$ cat src/rtl/aes_pkg.sv
// Shared AES-128 types, constants and helpers. The AES-128 cipher core and
// the key-schedule block both import this package.
//   byte_t / word_t / state_t / rk_idx_t : 8 / 32 / 128 / 4-bit types
//   NR                                   : number of AES-128 rounds
//   rcon()                               : round constant for rounds 1..10
//   rot_word()                           : FIPS RotWord
//   get_word() / put_word()              : convert a column c between the
//                                          row-major 128-bit state and a
//                                          FIPS word
package aes_pkg;

  typedef logic [7:0]   byte_t;
  typedef logic [31:0]  word_t;
  typedef logic [127:0] state_t;
  typedef logic [3:0]   rk_idx_t;

  typedef enum logic [1:0] {
    KS_IDLE   = 2'd0,
    KS_EXPAND = 2'd1,
    KS_DONE   = 2'd2
  } ks_state_t;

  localparam int NR = 10;

  function automatic byte_t rcon(input rk_idx_t i);
    byte_t r;
    case (i)
      4'd1:    r = 8'h01;
      4'd2:    r = 8'h02;
      4'd3:    r = 8'h04;
      4'd4:    r = 8'h08;
      4'd5:    r = 8'h10;
      4'd6:    r = 8'h20;
      4'd7:    r = 8'h40;
      4'd8:    r = 8'h80;
      4'd9:    r = 8'h1b;
      4'd10:   r = 8'h36;
      default: r = 8'h00;
    endcase
    return r;
  endfunction

  function automatic word_t rot_word(input word_t w);
    return {w[23:0], w[31:24]};
  endfunction

  // byte(r,c) sits at bits [127-8*(4r+c) -: 8]; the word holds row 0 in its MSBs.
  function automatic word_t get_word(input state_t s, input int c);
    word_t w;
    w = '0;
    for (int r = 0; r < 4; r++) begin
      w[31-8*r -: 8] = s[127-8*(4*r+c) -: 8];
    end
    return w;
  endfunction

  function automatic state_t put_word(input state_t s, input int c, input word_t w);
    state_t t;
    t = s;
    for (int r = 0; r < 4; r++) begin
      t[127-8*(4*r+c) -: 8] = w[31-8*r -: 8];
    end
    return t;
  endfunction

endpackage

$ cat src/rtl/aes_sbox.sv
// Combinational forward AES S-box (also used by the cipher core's SubBytes).
//   byte_val : input byte
//   sub_val  : S-box substitution of byte_val
module aes_sbox
  import aes_pkg::*;
(
  input  byte_t byte_val,
  output byte_t sub_val
);

  // Entry 0 occupies the MSBs, so entry x starts at bit 2047-8x = {~x, 3'b111}.
  localparam logic [2047:0] SBOX_TBL = {
    128'h637c777bf26b6fc53001672bfed7ab76,
    128'hca82c97dfa5947f0add4a2af9ca472c0,
    128'hb7fd9326363ff7cc34a5e5f171d83115,
    128'h04c723c31896059a071280e2eb27b275,
    128'h09832c1a1b6e5aa0523bd6b329e32f84,
    128'h53d100ed20fcb15b6acbbe394a4c58cf,
    128'hd0efaafb434d338545f9027f503c9fa8,
    128'h51a3408f929d38f5bcb6da2110fff3d2,
    128'hcd0c13ec5f974417c4a77e3d645d1973,
    128'h60814fdc222a908846eeb814de5e0bdb,
    128'he0323a0a4906245cc2d3ac629195e479,
    128'he7c8376d8dd54ea96c56f4ea657aae08,
    128'hba78252e1ca6b4c6e8dd741f4bbd8b8a,
    128'h703eb5664803f60e613557b986c11d9e,
    128'he1f8981169d98e949b1e87e9ce5528df,
    128'h8ca1890dbfe6426841992d0fb054bb16
  };

  assign sub_val = SBOX_TBL[{~byte_val, 3'b111} -: 8];

endmodule

$ cat src/rtl/aes128_key_expand.sv
// Iterative AES-128 key schedule feeding the AES-128 cipher core.
// A key accepted over key_valid/key_ready is expanded at one round key per
// clock into an 11-entry register file that the core reads by index
// (ascending for encrypt, descending for decrypt).
//   clk, reset  : clock, asynchronous active-high reset
//   key_in      : 128-bit cipher key, row-major packing (row 0 in MSBs)
//   key_valid   : key_in valid
//   key_ready   : key can be accepted (IDLE or DONE)
//   rk_rd_idx   : round-key read index 0..10; 11..15 read as zero
//   rk_rd_data  : round key[rk_rd_idx], combinational
//   keys_valid  : all 11 round keys stored and stable
//   busy        : expansion in progress
module aes128_key_expand
  import aes_pkg::*;
#(
  parameter int NR     = 10,
  parameter int N_SBOX = 4
) (
  input  logic    clk,
  input  logic    reset,
  input  state_t  key_in,
  input  logic    key_valid,
  output logic    key_ready,
  input  rk_idx_t rk_rd_idx,
  output state_t  rk_rd_data,
  output logic    keys_valid,
  output logic    busy
);

  if (NR != 10) begin : g_bad_nr
    $error("aes128_key_expand: NR must be 10 for AES-128");
  end
  if (N_SBOX != 4) begin : g_bad_nsbox
    $error("aes128_key_expand: N_SBOX must be 4 (one SubWord per cycle)");
  end

  localparam rk_idx_t LAST = rk_idx_t'(NR);

  ks_state_t fsm;
  rk_idx_t   round;
  state_t    work;
  state_t    rk [0:NR];

  word_t  rot;
  word_t  sub;
  state_t next_key;
  logic   accept;

  assign accept = key_valid && key_ready;

  // SubWord(RotWord(w3)): one S-box per byte of the rotated last column.
  assign rot = rot_word(get_word(work, 3));

  for (genvar gi = 0; gi < N_SBOX; gi++) begin : g_sbox
    aes_sbox u_sbox (
      .byte_val (rot[31-8*gi -: 8]),
      .sub_val  (sub[31-8*gi -: 8])
    );
  end

  always_comb begin
    word_t w0, w1, w2, w3;
    next_key = '0;
    w0 = get_word(work, 0) ^ sub ^ {rcon(round), 24'h000000};
    w1 = get_word(work, 1) ^ w0;
    w2 = get_word(work, 2) ^ w1;
    w3 = get_word(work, 3) ^ w2;
    next_key = put_word(next_key, 0, w0);
    next_key = put_word(next_key, 1, w1);
    next_key = put_word(next_key, 2, w2);
    next_key = put_word(next_key, 3, w3);
  end

  // Reset also zeroizes the key material so an aborted expansion leaves nothing behind.
  always_ff @(posedge clk or posedge reset) begin
    if (reset) begin
      fsm        <= KS_IDLE;
      round      <= '0;
      work       <= '0;
      key_ready  <= 1'b0;
      keys_valid <= 1'b0;
      busy       <= 1'b0;
      for (int i = 0; i <= NR; i++) begin
        rk[i] <= '0;
      end
    end else begin
      case (fsm)
        KS_IDLE, KS_DONE: begin
          if (accept) begin
            rk[0]      <= key_in;
            work       <= key_in;
            round      <= 4'd1;
            fsm        <= KS_EXPAND;
            key_ready  <= 1'b0;
            keys_valid <= 1'b0;
            busy       <= 1'b1;
          end else begin
            key_ready  <= 1'b1;
          end
        end
        KS_EXPAND: begin
          rk[round] <= next_key;
          work      <= next_key;
          round     <= round + 4'd1;
          if (round == LAST) begin
            fsm        <= KS_DONE;
            busy       <= 1'b0;
            keys_valid <= 1'b1;
            key_ready  <= 1'b1;
          end
        end
        default: begin
          fsm <= KS_IDLE;
        end
      endcase
    end
  end

  always_comb begin
    rk_rd_data = '0;
    if (rk_rd_idx <= LAST) begin
      rk_rd_data = rk[rk_rd_idx];
    end
  end

endmodule

$ cat config.mk
export PLATFORM = sky130hd
export DESIGN_NAME = aes128_key_expand
export DESIGN_NICKNAME = d
export VERILOG_FILES = /design/src/rtl/aes_pkg.sv /design/src/rtl/aes_sbox.sv /design/src/rtl/aes128_key_expand.sv
export SDC_FILE = /design/constraint.sdc
export NUM_CORES = 2
export LEC_CHECK = 0
export BUFFER_PORTS_ARGS = -buffer_cell sky130_fd_sc_hd__buf_2
export CAP_MARGIN = 20
export CORE_ASPECT_RATIO = 0.5
export CORE_MARGIN = 1.5
export CORE_UTILIZATION = 60
export DETAILED_ROUTE_END_ITERATION = 8
export PLACE_DENSITY = 0.77
export REMOVE_ABC_BUFFERS = 1
export SYNTH_ARGS = -nofsm -noshare
export SYNTH_HDL_FRONTEND = slang
export SYNTH_SLANG_ARGS = --single-unit
$ cat constraint.sdc
create_clock -name clk -period 53 [get_ports clk]
set_input_delay 5.3 -clock clk [delete_from_list [all_inputs] [get_ports clk]]
set_output_delay 5.3 -clock clk [all_outputs]
set_load 0.02 [all_outputs]
==> impl_results.md <==
* Post-route ant nets at 0
* HP Class: reg2reg
* Crit path buf inv count at 5
* Layout cells sized above 1 at 12.3%
* Status: complete, no violations
* RSZ-0062 raised after global routing: false
* Max stage delay cell, worst path: buf_4
* Max transition margin at 20.0%
* Clock root buffer: clkbuf_16
* Register area share after synthesis at between 40% and 50%
* Critical path class: in2out
* Pin count of the biggest net entering global routing at 200
* Routed vias/inst at approximately 6.8
* R2R Setup Slk at 46.67 ns
* Least-Margin Pin Slew at 1.20 ns
* Asr flop ratio synth at between 90% and 100%
* Clock Path Buffers at 4
* # fillers at 11100
* Reg clk slew, reported paths at 0.06 ns
* Resized cells post-CTS at 0
* Routed wire per std cell at 26.1 µm
* Warnings from Yosys at 0
* Area occupied by multi-input gates at 41200 µm²
* # H-tree levels at 4
* Vias in the first global route at 69700
* Syn Inst Count at 8982
* Setup bufs post-CTS at 0
* Post-DP HPWL at 165000 µm
* CP delay by family, top: buffers and inverters
* Reg-to-Reg Start: work[32]$_DFFE_PP0P_
* Yosys cell types at about 110
* Critical path origin: rk_rd_idx[0]
* Crit-path cells: buf_8 > buf_4 > buf_4 > buf_4 > mux4_2 > mux2i_1 > o22ai_1 > buf_2
* Port bufs at 265
* Most frequent cells in the layout: 1570 x nand2_1, 1536 x o21ai_0, 1531 x dfrtp_1
* Number of flops mapped to enable cells by yosys at 0
* Pins Over Slew Limit at 0
* Core Rows at 96
* Max Cap Viol at 0
* Initial core utilization at 60.9%
* RePlAce Congestion at 1.07
* WP data required at 47.70 ns
* Worst Hold End: rk[945]$_DFFE_PP0P_
* DRT Pass-1 Iters at 8
* Drt initial violations at 9405
* Die width at 532 µm
* WP data arrival at approximately 8.9 ns
* Clock Latency Late Sink at between 0.8 and 0.9 ns
* Layout area overhead at 7.09%
* Period minus WS final at between 10 and 15 ns
* Length in cells of the worst reg-to-reg path at 12
* Num ports at 266
* Final Hold Viols at 0
* Initial antenna violation count at 15
* Fin Setup TNS at 0 ns
* Commonest non-fill, non-tap cell in the layout: nand2_1
* Via count at ~72000
* Register area at 38700 µm²
* Worst Setup End Kind: output pin
* Total CTS buffers at 147
* GRT Util Overall at 38.4%
* Drc violations at 0
* Fin crit share at between 20 and 30%
* Crit start category: input port
* Clock Skews at 0.0453 ns
* Worst hold path stage count at 2
* Clock sink count at 1545
* Most used cell, CP: buf_4
* Final Setup Violations at 0
* CTS tree: built
* Nets at 8801
* Die H at 267 µm
* Hold Crit Start: rk[945]$_DFFE_PP0P_
* Max Clock Freq at 70.3 MHz
* Mapped Area at 83900 µm²
* Reg2reg end: work[70]$_DFFE_PP0P_
* CP max FO at 54
* Routed Wire Length at roughly 280000 µm
* # hold bufs at CTS at 0
* Die area at between 100000 and 150000 µm²
* Core Box Area at 138000 µm²
* Largest stage delay on the critical path at 0.83 ns
* First-pass GRT wire length at 422000 µm
* Gr ovfl total at 0
* Number of synthesized register bits at 1545
* Ys flop type: dfrtp_1
* Synthesized area per cell at between 9 and 10 µm²
-- cell type report --
cell class / count / share of cell area [%]
clock buffers: 211 / 4.73
clock inverters: 40 / 0.536
flip-flops and latches: 1545 / 43.1
repair buffers: 415 / 2.93
multi-input cells: 6423 / 45.8
well taps: 1862 / 2.59
diodes: 9 / 0.0251
inverters: 72 / 0.309
-- state kept, by name (all words and copies together) (netlist names) --
register	count
busy	1
fsm	2
key_ready	1
keys_valid	1
rk	1408
round	4
work	128
-- layer usage --
| metal | vias up | track usage, % | routed length (µm) | part of all wire [%] |
|---|---|---|---|---|
| met2 | 4315 | 57.6 | 122000 | 44 |
| met5 | - | 0 | 47 | 0.017 |
| met3 | 845 | 8.79 | 30500 | 11 |
| li1 | 31200 | - | - | - |
| met4 | 8 | 17.2 | 12600 | 4.6 |
| met1 | 35300 | 53.6 | 110000 | 40 |
-- cells by family after synthesis --
group | after synthesis | synth area share, %
DFF | 1545 | 46.1
AOI/OAI and AO/OA | 2899 | 20.2
muxes | 600 | 11.4
xor gates and xnor gates | 196 | 2.49
adders and majority gates | 62 | 0.924
and+or+nand+nor | 2666 | 13.8
buffers and inverters | 1014 | 5.03
-- cells in the mapped netlist (117+ instances only) --
library cell	n	area [µm²]
nor3_1	121	606
clkbuf_1	699	2620
mux2i_1	293	2930
buf_2	117	586
o21ai_0	1536	7690
nand2_1	1580	5930
dfrtp_1	1545	38700
o22ai_1	175	1090
xnor2_1	118	1030
mux4_2	285	6420
a21oi_1	461	2310
nor2_1	396	1490
-- per-stage QoR --
step	hold WS [ns]	instance area (µm²)	setup slack [ns]	std cells	util [%]
4_1_cts	0.478	89800	38.77	10600	65.1
6_report	0.474	89900	38.77	10600	65.2
3_3_place_gp	0.456	85000	38.81	10300	61.6
5_1_grt	0.491	89900	38.52	10600	65.2
3_5_place_dp	0.461	85000	38.77	10300	61.7
2_1_floorplan	0.442	80000	4.11	8040	-
-- worst max path at each step --
stage	end	slack (ns)	cells after the start
finish	rk_rd_data[1]	38.77	8
global route	rk_rd_data[7]	38.52	8
CTS	rk_rd_data[54]	38.77	8
detailed placement	rk_rd_data[54]	38.77	8
global placement	rk_rd_data[1]	38.81	8
floorplan	busy$_DFFE_PP0P_	4.11	1
-- tightest hold or removal path: stages (launching register included) --
cell and delay (ns):
dfrtp_1 0.34, nand2_1 0.04, o21ai_0 0.06
Power is left out: the tool's default activity adds up to more than one toggle a clock period on the data nets, which glitch-free logic cannot reach.
